### src/rtl/keypad_pkg.sv
// Shared types and constants for the 4x4 keypad scanner: FSM states,
// key-code map and small row/column helper functions.
package keypad_pkg;

  localparam int NUM_ROWS = 4;
  localparam int NUM_COLS = 4;

  typedef enum logic [1:0] {
    SCAN       = 2'd0,
    PRESS_DB   = 2'd1,
    HELD       = 2'd2,
    RELEASE_DB = 2'd3
  } state_e;

  // Indexed [row][col]; row 3 carries E,0,F,D as on the physical pad
  localparam logic [3:0] KEY_MAP [NUM_ROWS][NUM_COLS] = '{
    '{4'h1, 4'h2, 4'h3, 4'hA},
    '{4'h4, 4'h5, 4'h6, 4'hB},
    '{4'h7, 4'h8, 4'h9, 4'hC},
    '{4'hE, 4'h0, 4'hF, 4'hD}
  };

  function automatic logic [1:0] lowest_low_row(input logic [NUM_ROWS-1:0] rows);
    logic [1:0] idx;
    if (!rows[0]) begin
      idx = 2'd0;
    end else if (!rows[1]) begin
      idx = 2'd1;
    end else if (!rows[2]) begin
      idx = 2'd2;
    end else begin
      idx = 2'd3;
    end
    return idx;
  endfunction

  function automatic logic [NUM_COLS-1:0] col_drive(input logic [1:0] col);
    return ~(4'b0001 << col);
  endfunction

endpackage

### src/rtl/cycle_timer.sv
// Clearable, enable-gated up-counter; done flags the last counting cycle so
// the owner can act on the edge that completes MAX counted cycles.
module cycle_timer #(
  parameter int MAX = 4
) (
  input  logic clk,
  input  logic reset,
  input  logic clear,
  input  logic enable,
  output logic done
);

  localparam int W = (MAX < 1) ? 1 : $clog2(MAX + 1);
  localparam logic [W-1:0] LAST = W'(MAX - 1);
  localparam logic [W-1:0] TOP  = W'(MAX);

  logic [W-1:0] cnt_q;
  logic [W-1:0] cnt_d;

  // Next count: clear wins, otherwise count up and saturate at MAX
  always_comb begin
    cnt_d = cnt_q;
    if (clear) begin
      cnt_d = '0;
    end else if (enable && (cnt_q != TOP)) begin
      cnt_d = cnt_q + W'(1);
    end else begin
      cnt_d = cnt_q;
    end
  end

  // Count register
  always_ff @(posedge clk or posedge reset) begin
    if (reset) begin
      cnt_q <= '0;
    end else begin
      cnt_q <= cnt_d;
    end
  end

  assign done = (cnt_q == LAST);

endmodule

### src/rtl/keypad_scan_controller.sv
// 4x4 keypad scanner: walks an active-low column strobe, debounces press and
// release on one locked row, and reports one registered key code per press.
module keypad_scan_controller
  import keypad_pkg::*;
#(
  parameter int SETTLE_CYCLES   = 4,
  parameter int DEBOUNCE_CYCLES = 50000
) (
  input  logic                clk,
  input  logic                reset,
  input  logic [NUM_ROWS-1:0] rows_sync,
  output logic [NUM_COLS-1:0] cols,
  output logic [3:0]          key_code,
  output logic                key_valid,
  output logic                key_held
);

  state_e              state_q, state_d;
  logic [1:0]          col_idx_q, col_idx_d;
  logic [1:0]          row_idx_q, row_idx_d;
  logic [NUM_COLS-1:0] cols_q, cols_d;
  logic [3:0]          key_code_q, key_code_d;
  logic                key_valid_q, key_valid_d;
  logic                key_held_q, key_held_d;

  logic settle_clr_s, settle_en_s, settle_done_s;
  logic deb_clr_s, deb_en_s, deb_done_s;
  logic row_low_s;

  cycle_timer #(.MAX(SETTLE_CYCLES)) u_settle (
    .clk    (clk),
    .reset  (reset),
    .clear  (settle_clr_s),
    .enable (settle_en_s),
    .done   (settle_done_s)
  );

  cycle_timer #(.MAX(DEBOUNCE_CYCLES)) u_debounce (
    .clk    (clk),
    .reset  (reset),
    .clear  (deb_clr_s),
    .enable (deb_en_s),
    .done   (deb_done_s)
  );

  assign row_low_s = ~rows_sync[row_idx_q];

  // Next-state and timer control; timers are held clear unless a state counts
  always_comb begin
    state_d      = state_q;
    col_idx_d    = col_idx_q;
    row_idx_d    = row_idx_q;
    key_code_d   = key_code_q;
    key_valid_d  = 1'b0;
    key_held_d   = key_held_q;
    settle_en_s  = 1'b0;
    settle_clr_s = 1'b1;
    deb_en_s     = 1'b0;
    deb_clr_s    = 1'b1;

    case (state_q)
      SCAN: begin
        settle_en_s  = 1'b1;
        settle_clr_s = settle_done_s;
        if (settle_done_s) begin
          if (rows_sync == 4'b1111) begin
            col_idx_d = col_idx_q + 2'd1;
          end else begin
            row_idx_d = lowest_low_row(rows_sync);
            state_d   = PRESS_DB;
          end
        end else begin
          state_d = SCAN;
        end
      end

      PRESS_DB: begin
        if (row_low_s) begin
          deb_en_s  = 1'b1;
          deb_clr_s = deb_done_s;
          if (deb_done_s) begin
            key_code_d  = KEY_MAP[row_idx_q][col_idx_q];
            key_valid_d = 1'b1;
            key_held_d  = 1'b1;
            state_d     = HELD;
          end else begin
            state_d = PRESS_DB;
          end
        end else begin
          col_idx_d = col_idx_q + 2'd1;
          state_d   = SCAN;
        end
      end

      // Lockout: only the locked row in the locked column is watched
      HELD: begin
        if (row_low_s) begin
          state_d = HELD;
        end else begin
          state_d = RELEASE_DB;
        end
      end

      RELEASE_DB: begin
        if (!row_low_s) begin
          deb_en_s  = 1'b1;
          deb_clr_s = deb_done_s;
          if (deb_done_s) begin
            key_held_d = 1'b0;
            col_idx_d  = col_idx_q + 2'd1;
            state_d    = SCAN;
          end else begin
            state_d = RELEASE_DB;
          end
        end else begin
          state_d = RELEASE_DB;
        end
      end

      default: begin
        state_d = SCAN;
      end
    endcase

    cols_d = col_drive(col_idx_d);
  end

  // State and output registers
  always_ff @(posedge clk or posedge reset) begin
    if (reset) begin
      state_q     <= SCAN;
      col_idx_q   <= 2'd0;
      row_idx_q   <= 2'd0;
      cols_q      <= 4'b1110;
      key_code_q  <= 4'h0;
      key_valid_q <= 1'b0;
      key_held_q  <= 1'b0;
    end else begin
      state_q     <= state_d;
      col_idx_q   <= col_idx_d;
      row_idx_q   <= row_idx_d;
      cols_q      <= cols_d;
      key_code_q  <= key_code_d;
      key_valid_q <= key_valid_d;
      key_held_q  <= key_held_d;
    end
  end

  assign cols      = cols_q;
  assign key_code  = key_code_q;
  assign key_valid = key_valid_q;
  assign key_held  = key_held_q;

endmodule

### config.mk
export PLATFORM = sky130hd
export DESIGN_NAME = keypad_scan_controller
export DESIGN_NICKNAME = d
export VERILOG_FILES = /design/src/rtl/keypad_pkg.sv /design/src/rtl/cycle_timer.sv /design/src/rtl/keypad_scan_controller.sv
export SDC_FILE = /design/constraint.sdc
export NUM_CORES = 1
export LEC_CHECK = 0
export CORE_ASPECT_RATIO = 1.1
export CORE_MARGIN = 8
export CORE_UTILIZATION = 30
export DETAILED_ROUTE_END_ITERATION = 8
export GPL_TIMING_DRIVEN = 0
export PLACE_DENSITY = 0.52
export SYNTH_ARGS = -nofsm -noshare
export SYNTH_HDL_FRONTEND = slang
export SYNTH_SLANG_ARGS = --single-unit
### constraint.sdc
create_clock -name clk -period 1.9 [get_ports clk]
set_input_delay 0.57 -clock clk [delete_from_list [all_inputs] [get_ports clk]]
set_output_delay 0.57 -clock clk [all_outputs]
set_load 0.01 [all_outputs]
# Yosys cells after proc, flatten, opt, wreduce, memory -nomap -nowiden
# Cells that the tools add are included.
# totals
elab_cells	88
rom_bits	0
latch_bits	0
memories	0
ram_bits	0
in_bits	6
reg_bits	35
out_inout_bits	10
# op_classes
n_div	0
n_reduce_logical	9
eq_ne	13
order_cmp	3
mul	0
n_bitwise	5
n_mux	45
shift	1
addsub	3
# ops
operator	n
$mux 16	4
$bmux 16 s2	1
$mux 2	13
$add 16x1->16 const B	1
$eq 16x16->1 const B	1
$mux 1	16
$ne 16x16->1 const B	1
$bmux 4 s2	1
$mux 4	2
$ne 2x2->1 const B	4
$pmux 2 s4	1
$ge 3x3->1 const B	2
$mux 3	2
$ne 3x3->1 const B	2
$not 2->3	2
$pmux 1 s2	3
$pmux 2 s3	1
$reduce_and 3->1	2
$reduce_bool 2->1	3
$reduce_and 5->1	1
$eq 2x2->1 const B	2
$eq 4x4->1 const B	1
$not 4->4	1
$shl 1x2->4 const A	1
other kinds (9)	11

# Logic depth before layout (Yosys ltp)
# depth
ltp_word	7
mapped_depth	7
mapped_depth_nobuf	7

# By module
# A second synthesis with hierarchy kept.
# hier_totals
hier_cells	203
area_unflattened_um2	2050.7
# by_module_without_submodules
module	area_each_um2	instances	cells_each	seq_area_each_um2
cycle_timer at u_debounce	938.4	1	94	400.4
keypad_scan_controller	918.4	1	90	404.1
cycle_timer at u_settle	193.9	1	19	75.1

# Worst setup path after synthesis
# OpenSTA, ideal clock, no wires.
# synth_timing
kind	input to register
start	in rows_sync[3]
end	reg u_debounce.cnt_q[0]
setup_time_ns	0.132
stages	6
required_time_ns	1.768
path_slack_ns	-0.187
path_buffers	2
t_arrival_ns	1.955
path_cell_list	mux4_2 > xnor2_2 > buf_4 > nand3_1 > clkbuf_1 > nor2_1
# synth_between
elab_chain_len	6
elab_cells_between_ends	11
classes_between	9 x mux; 2 x reduce/logical
# synth_lines
element	line_no	source
from (decl)	keypad_scan_controller.sv:11	input logic [NUM_ROWS-1:0] rows_sync,
$bmux 1 s2 *	keypad_scan_controller.sv:46	assign row_low_s = ~rows_sync[row_idx_q];
$mux 1 (implied by the code) *	keypad_scan_controller.sv:46	
$mux 1, on equally long branches	keypad_scan_controller.sv:105, keypad_scan_controller.sv:78	
$pmux 1 s2	keypad_scan_controller.sv:61	case (state_q)
$logic_and 1x1->1	cycle_timer.sv:25	end else if (enable && (cnt_q != TOP)) begin
$reduce_bool 2->1 (no line)	--	
to (signal assigned)	cycle_timer.sv:37	cnt_q <= cnt_d;
to (decl)	cycle_timer.sv:17	logic [W-1:0] cnt_q;
# Mark *: on every way between the ends. The rest lies on a longest branch, timed or not. The select of a mux whose other input is x is not followed.
# A chain may end at the register's enable or synchronous reset.

# Final worst setup path
# layout_timing
start	reg row_idx_q[1]
end	reg cols_q[1] (netlist: cols[1])
# layout_between
elab_chain_len	6
elab_cells_between_ends	7
classes_between	1 x shift; 5 x mux; 1 x bitwise
# layout_lines
element	line_no	source
from (decl)	keypad_scan_controller.sv:20	logic [1:0] row_idx_q, row_idx_d;
from (signal assigned)	keypad_scan_controller.sv:141	row_idx_q <= row_idx_d;
$bmux 1 s2 *	keypad_scan_controller.sv:46	
$mux 1 (implied by the code) *	keypad_scan_controller.sv:46	
$mux 2, on equally long branches	keypad_scan_controller.sv:105, keypad_scan_controller.sv:78	
$pmux 2 s3 *	keypad_scan_controller.sv:61	
$shl 1x2->4 *	keypad_pkg.sv:38	return ~(4'b0001 << col);
$not 4->4 *	keypad_pkg.sv:38	
via cols_d[1]	keypad_scan_controller.sv:21	logic [NUM_COLS-1:0] cols_q, cols_d;
to (signal assigned)	keypad_scan_controller.sv:142	cols_q <= cols_d;
to (decl)	keypad_scan_controller.sv:21	
# The timed path passes the listed nets; every way through them passes the cells marked *. The select of a mux whose other input is x is not followed.

==> run summary <==
The run finished, with violations left. The final reports fail on negative setup slack. The maximum single-stage delay on the critical path is 0.52 ns. The die width is 94.5 µm. The start-to-end type of the worst setup path is flip-flop to flip-flop.

The remaining global-route overflow came out at 0. Among all stages on the critical path, the largest delay is contributed by or4b_4. The largest driver fanout on the critical path came out at 10. The number of synthesized register bits came out at 35. The count of cells in the finished layout, fillers not included, comes to 332. The share of final-layout standard cells stronger than drive strength 1 is approximately a quarter.

Summed over all cells, the static leakage comes to 0.00107 µW. The number of cell instances on the worst register-to-register path is 7. After the first detailed-routing iteration, the DRC count stood at 70.

Measured along the y axis, the die boundary spans about 100 µm. The sequential fraction of the synthesis area came out at 43.3%. The final clock period utilization by the worst path came out at 103%. In this run the most critical hold path is launched from key_code[2].

Setup violations remaining at the end of the flow were counted as 15. The top-area cell type share of the netlist area is 39.4%. The worst hold path terminates at key_code[2].

Grouping stages by cell kind, the critical path spends the most delay in simple AND/OR/NAND/NOR gates. The clock network fraction of design power came out at approximately 20%. The initial antenna violation count came out at 0. The library cells used most frequently in the layout, excluding fill and tap cells, are dfrtp_1, nand2_1, o21ai_0.

When the netlist entered floorplanning its net count stood at 226. The internal reg-to-reg setup slack is -0.06 ns. The count of hold buffers inserted by post-cts repair came out at 0.

The initial utilization of the core area, before any placement, comes to 31.0%. The overall routed net length is 4790 µm. The total half-perimeter wirelength after legalization and detailed placement is ~3100 µm. The cell type with the highest aggregate area in the netlist is dfrtp_1. For this run, the leading register cell type out of synthesis is dfrtp_1.

The tool flagged a number of max-cap violations equal to 0. The switching power summed over all nets is 1040 µW. The clock period minus worst slack is 1.96 ns. Walking the worst path, the cells encountered are buf_4, mux4_2, buf_4, nand2_1, or4b_4, o311ai_4, a21bo_2.

Leaving out fill and tap cells, the most frequent cell in the layout is dfrtp_1. The most used cell along the critical path is buf_4. The final worst clock skew is 0.00913 ns. The total negative slack for setup checks came out at -0.351 ns. After the last flow step, the layout net total stands at 260.

The transition time at the pin with the least slew margin is 0.774 ns. The clock transition at the registers of the reported paths came out at 0.08 ns. By area the synthesized netlist is led by dfrtp_1, dfstp_2, xor2_1, nor2_1, ha_1.

For this run, asynchronously set or reset flops after synthesis account for 100%. The clock network latency to the later pin of the worst-skew pair came out at 0.30 ns. The final route contains 1,715 vias. The reg-to-reg endpoint is cols[1]. The count of standard-cell rows came out at 31. Using the TritonRoute via totals, the vias-per-cell ratio works out to 5.17. The antenna diode instance count is 0.

The die outline area is 9670 µm². For this run, the total global-route usage over all layers was measured as around a tenth. The count of warnings emitted by yosys is 0. The cell area power density came out at ~1000 nW/µm². The final routed DRC violation total came out at 0. In the final routed layout, each cell accounts on average for 14.4 µm. Of the total power, the share spent switching nets is 38.0%.

The root buffer cell chosen for the clock tree is clkbuf_8. The number of antenna-violating nets in the routed design came out at 0. Setup repair after global routing could not meet its margin everywhere.

The core region is 6560 µm². The count of H-tree levels built during CTS is 2. Per report_power, the sequential group accounts for approximately a third of the total.

The number of synthesized flops with an enable pin is 0. The number of stages on the worst hold path came out at 1. The mean post-synth cell area is 9.45 µm². The number of global-route vias before repair came out at between 1,500 and 2,000.

The clock sink total is 35. The quantity of I/O buffers inserted on ports came out at 15. The end-of-flow core utilization is 40.5%. The gate count after technology mapping is around 220. The number of instances in the placed design came out at 312.

The startpoint identified for the worst register-to-register timing path is row_idx_q[1]. Summing internal, switching and leakage power gives 2740 µW. VDD sags by at most 330 µV. The worst hold path belongs to the class flip-flop to flip-flop. The number of endpoints with negative hold slack in the final report is 0. The total buffers and inverters traversed by the critical path is 2. The synthesized netlist contains 47 unique library cells. The pin count of the biggest net entering global routing is 36. The category of the worst setup path capture point is a flip-flop. The post-placement worst setup slack is -0.886 ns. The cell area that synthesis handed to floorplanning was 2030 µm².

The routability congestion estimate came out at 0.774. Buffers inserted during clock tree synthesis total 5. The number of top-level design ports is 16. The slack of the critical path came out at -0.0602 ns. The first detailed-routing pass ran for 4 iterations.

The CTS tree is built. For the worst setup path, the data required time is 2.15 ns. The worst slew margin relative to its limit came out at between 40% and 50%. Counting along the longest clock path gives a buffer depth of 2. The maximum clock frequency is 0.510 GHz. The max-slew violation count came to 0. Relative to the synthesized area, the layout overhead comes to 30.8%. The combinational fraction of design power is 46.0%. The cell-internal power came out at 1700 µW. STA classifies the critical path startpoint as a flip-flop.

The first-pass GRT wire length came out at 8140 µm. The worst path arrival time came out at 2.21 ns.
[flip-flops by register name, indices dropped and copies added, names as in the netlist]
signal	count
row_idx_q	2
u_settle.cnt_q	3
cols	4
u_debounce.cnt_q	16
col_idx_q	2
key_valid	1
key_held	1
key_code	4
state_q	2
[synth_stat cells (2+ instances only)]
| cell type | instances |
|---|---|
| dfrtp_1 | 32 |
| nor2_1 | 18 |
| nand2_1 | 16 |
| o21ai_0 | 11 |
| a21oi_1 | 10 |
| inv_1 | 10 |
| nand3_1 | 10 |
| nand4_1 | 9 |
| clkbuf_1 | 8 |
| xor2_1 | 8 |
| xnor2_1 | 6 |
| and2_1 | 5 |
| and3_1 | 5 |
| ha_1 | 5 |
| mux2i_1 | 5 |
| a31oi_1 | 3 |
| dfstp_2 | 3 |
| mux2_2 | 3 |
| nand2b_1 | 3 |
| nand4b_1 | 3 |
| nor2b_1 | 3 |
| nor4_1 | 3 |
| o31ai_1 | 3 |
| or3_1 | 3 |
| a21bo_2 | 2 |
| a21o_1 | 2 |
| and4b_1 | 2 |
| nand3b_1 | 2 |
| nor3_1 | 2 |
| o21a_1 | 2 |
| or4_1 | 2 |
[per-layer routing]
layer,global-route usage (%),vias to the layer above,part of all wire (%)
li1,-,844,-
met2,18.0,32,50
met4,5.05,0,1.6
met3,2.20,8,3.9
met1,12.4,831,45
met5,0,-,0
[logic make-up (layout without fill, tap and decap cells)]
group                      after synthesis  in the layout  synth area share, %
AOI/OAI and AO/OA                       41             41                 13.2
and+or+nand+nor                         89             89                 23.9
buffers and inverters                   20             55                 3.94
xor gates and xnor gates                15             15                 6.84
adders and majority gates                6              6                 3.57
muxes                                    9              9                 5.23
DFF                                     35             35                 43.3
[power by group through the flow]
stage | Sequential (µW) | Combinational (µW) | Clock (µW)
2_1_floorplan | 940 | 747 | 0
3_3_place_gp | 941 | 983 | 0
3_5_place_dp | 944 | 999 | 0
4_1_cts | 929 | 1220 | 566
5_1_grt | 950 | 1390 | 602
6_report | 930 | 1260 | 553
[metrics by stage]
step | hold WS (ns) | area (µm²)
2_1_floorplan | 0.463 | 2040
3_3_place_gp | 0.461 | 2290
3_5_place_dp | 0.466 | 2290
4_1_cts | 0.485 | 2590
5_1_grt | 0.514 | 2660
6_report | 0.478 | 2660
[what timing repair did]
item	in CTS	in global routing
endpoints found under the setup margin	30	23
endpoints found under the hold margin	0	0
gates cloned	1	0
setup buffers	11	1
pin swaps	11	4
resized for setup	48	15
[worst register-to-register path, delay by kind of cell (launching register included)]
family                 cells  cell delay (ns)
AO/OA/AOI/OAI              2             0.28
multiplexers               1             0.33
AND/OR/NAND/NOR            2             0.59
flip-flops                 1             0.36
buffers and inverters      2             0.35
[layout make-up]
cell class / count / area (µm²)
tap: 82 / 103
inverter: 10 / 37.5
sequential: 35 / 880
timing repair buffer: 28 / 255
multi-input combinational: 160 / 1240
buffer: 9 / 57.6
clock inverter: 3 / 20.0
fill: 632 / 3900
clock buffer: 5 / 68.8
[how the worst max path moves through the flow]
stage                                       to    startpoint  slack [ns]  cells after the start
after floorplan           u_debounce.cnt_q[15]  rows_sync[3]       -0.16                      6
after global placement    u_debounce.cnt_q[11]  rows_sync[0]       -0.89                      7
after detailed placement   u_debounce.cnt_q[0]  rows_sync[0]       -0.89                      7
after CTS                 u_debounce.cnt_q[15]  row_idx_q[0]       -0.17                      6
after global routing      u_debounce.cnt_q[10]  row_idx_q[0]       -0.18                      7
final                                  cols[1]  row_idx_q[1]       -0.06                      7
(Power assumes the default switching activity.)
==> RTL change (same settings) <==
`SETTLE_CYCLES`: 4 -> 2.
--- a/src/rtl/keypad_scan_controller.sv
+++ b/src/rtl/keypad_scan_controller.sv
@@ -5,3 +5,3 @@
 #(
-  parameter int SETTLE_CYCLES   = 4,
+  parameter int SETTLE_CYCLES   = 2,
   parameter int DEBOUNCE_CYCLES = 50000
Formal check against the unedited RTL: not equivalent (Yosys sat finds a counterexample within 4 cycles, from zero or initial values and one cycle with reset high).
==> RTL change against the original RTL <==
- register-to-register slack better by 120 ps
- worst setup slack better by 96 ps
- largest cell class unchanged
- sequential cell count is 1 lower
- die area is 9.0% lower
- non-clock buffer count is 3 lower
- clock skew is 1.5 ps higher
- final area is 13% lower
- area after synthesis is 11% lower
- wire length is 21% lower
Power is not compared: it rests on default switching activity, and its combinational part moved more than twofold at a synthesized area within 25%.
==> RTL change: results (changes against the original RTL) <==
| Metric | Value |
|---|---|
| Crit-path max FO | `5 (-5)` |
| Synth Area in Adders | `0.0276 (-0.00815)` |
| Final setup TNS | `0 ps (+351 ps)` |
| Vias per inst | `4.74 (-8.3%)` |
| Post-place setup slack | `-648 ps (+238 ps)` |
| Clk_lat worst skew | `290 ps` |
| GPL Wtd Cong | `0.763 (-1.3%)` |
| Worst hold slack | `519 ps (+40.8 ps)` |
| Pin count of the biggest net entering global routing | `35 (-2.8%)` |
| Commonest cells post-synth | `31 x dfrtp_1, 22 x nor2_1, 11 x inv_1` |
| Avg Inst Size Synth | `10.6 µm² (+12%)` |
| Share of cells above drive strength 1 | `0.248 (-0.00838)` |
| Worst EP arrival | `2030 ps (-180 ps)` |
| Post-synthesis compound-gate area fraction | `0.0793 (-0.0531)` |
| Status | `complete, no violations` |
| Synth unique cells | `42 (-11%)` |
| Tot Pwr | `1.39 mW` |
| Inst Count DP | `263 (-16%)` |
| Vias in the first global route | `1452 (-16%)` |
| Clk_skew | `10.6 ps (+1.48 ps)` |
| Largest cells by area after synthesis | `dfrtp_1 43%, xnor2_1 4.8%, nor2_1 4.5%` |
| Post-synthesis xor/xnor area fraction | `0.0820 (+0.0137)` |
| Total track usage | `0.0905 (-0.0153)` |
| Slowest CP cell | `mux4_2` |
| Net Count, Synth | `181 (-20%)` |
| Wire per inst | `13.1 µm (-9.1%)` |
| First DRT Iteration DRCs | `25 (-64%)` |
| R2R setup slack | `60 ps (+120 ps)` |
| Rel. slew slack | `0.497 (+0.0143)` |
| Register area share after synthesis | `0.471 (+0.0378)` |
| Area after DPL | `0.00206 mm² (-9.9%)` |
| Global-route wire length before repair | `6770 µm (-17%)` |
| Post-DP HPWL | `2450 µm (-22%)` |
| Layout Nets | `219 (-16%)` |
| Max incr delay on CP | `490 ps (-30 ps)` |
| # fillers | `603 (-4.6%)` |
| Final WL | `3760 µm (-21%)` |
| Mux contribution to synthesized area | `0.0758 (+0.0235)` |
-- RTL change: cell count changes in the layout (fill, tap and decap cells not counted), sizes merged, moves of 3 or more --
cell and delta:
nand2 -8, and2 -5, and3 -5, nand3 -5
o21ai -5, and4 +4, clkbuf -4, nor2 +4
a31oi -3, clkdlybuf4s15 +3, nand4b -3, or3 -3
xnor2 +3
-- RTL change: layout make-up --
| cell class | count | area [µm²] | area share |
|---|---|---|---|
| Clock buffer | 6 | 82.6 | 0.0356 |
| Tap cell | 77 | 96.3 | 0.0415 |
| Clock inverter | 2 | 12.5 | 0.00539 |
| Inverter | 11 | 45.0 | 0.0194 |
| Sequential cell | 34 | 858 | 0.370 |
| Buffer | 3 | 23.8 | 0.0102 |
| Multi-Input combinational cell | 123 | 930 | 0.400 |
| Timing Repair Buffer | 31 | 274 | 0.118 |
-- RTL change: what timing repair did --
action / CTS / global route
gates resized for setup: 20 / 8
hold endpoints to repair: 0 / 0
buffers inserted: 10 / 5
setup endpoints to repair: 30 / 24
gates cloned: 0 / 1
pin swaps: 1 / 4
-- RTL change: layer usage --
metal | share of wire | global-route usage
met1 | 0.48 | 0.108
met2 | 0.48 | 0.152
met3 | 0.035 | 0.0286
met4 | 0.0080 | 0.0256
met5 | 0 | 0
-- RTL change: path summary, 6_finish.rpt --
check                                startpoint  cells past startpoint                   end
max in group asynchronous                 reset                      2  u_debounce.cnt_q[13]
max                                rows_sync[1]                      6           key_code[3]
min in group asynchronous                 reset                      2  u_debounce.cnt_q[15]
min reg2reg                         key_code[3]                      1           key_code[3]
min                                 key_code[3]                      1           key_code[3]
max reg2reg                u_debounce.cnt_q[13]                      5           key_code[3]
-- RTL change: critical path: cells and delay by family --
kind | cells | cell delay, ps
buf+inv | 3 | 540
mux | 2 | 790
simple gates | 1 | 130
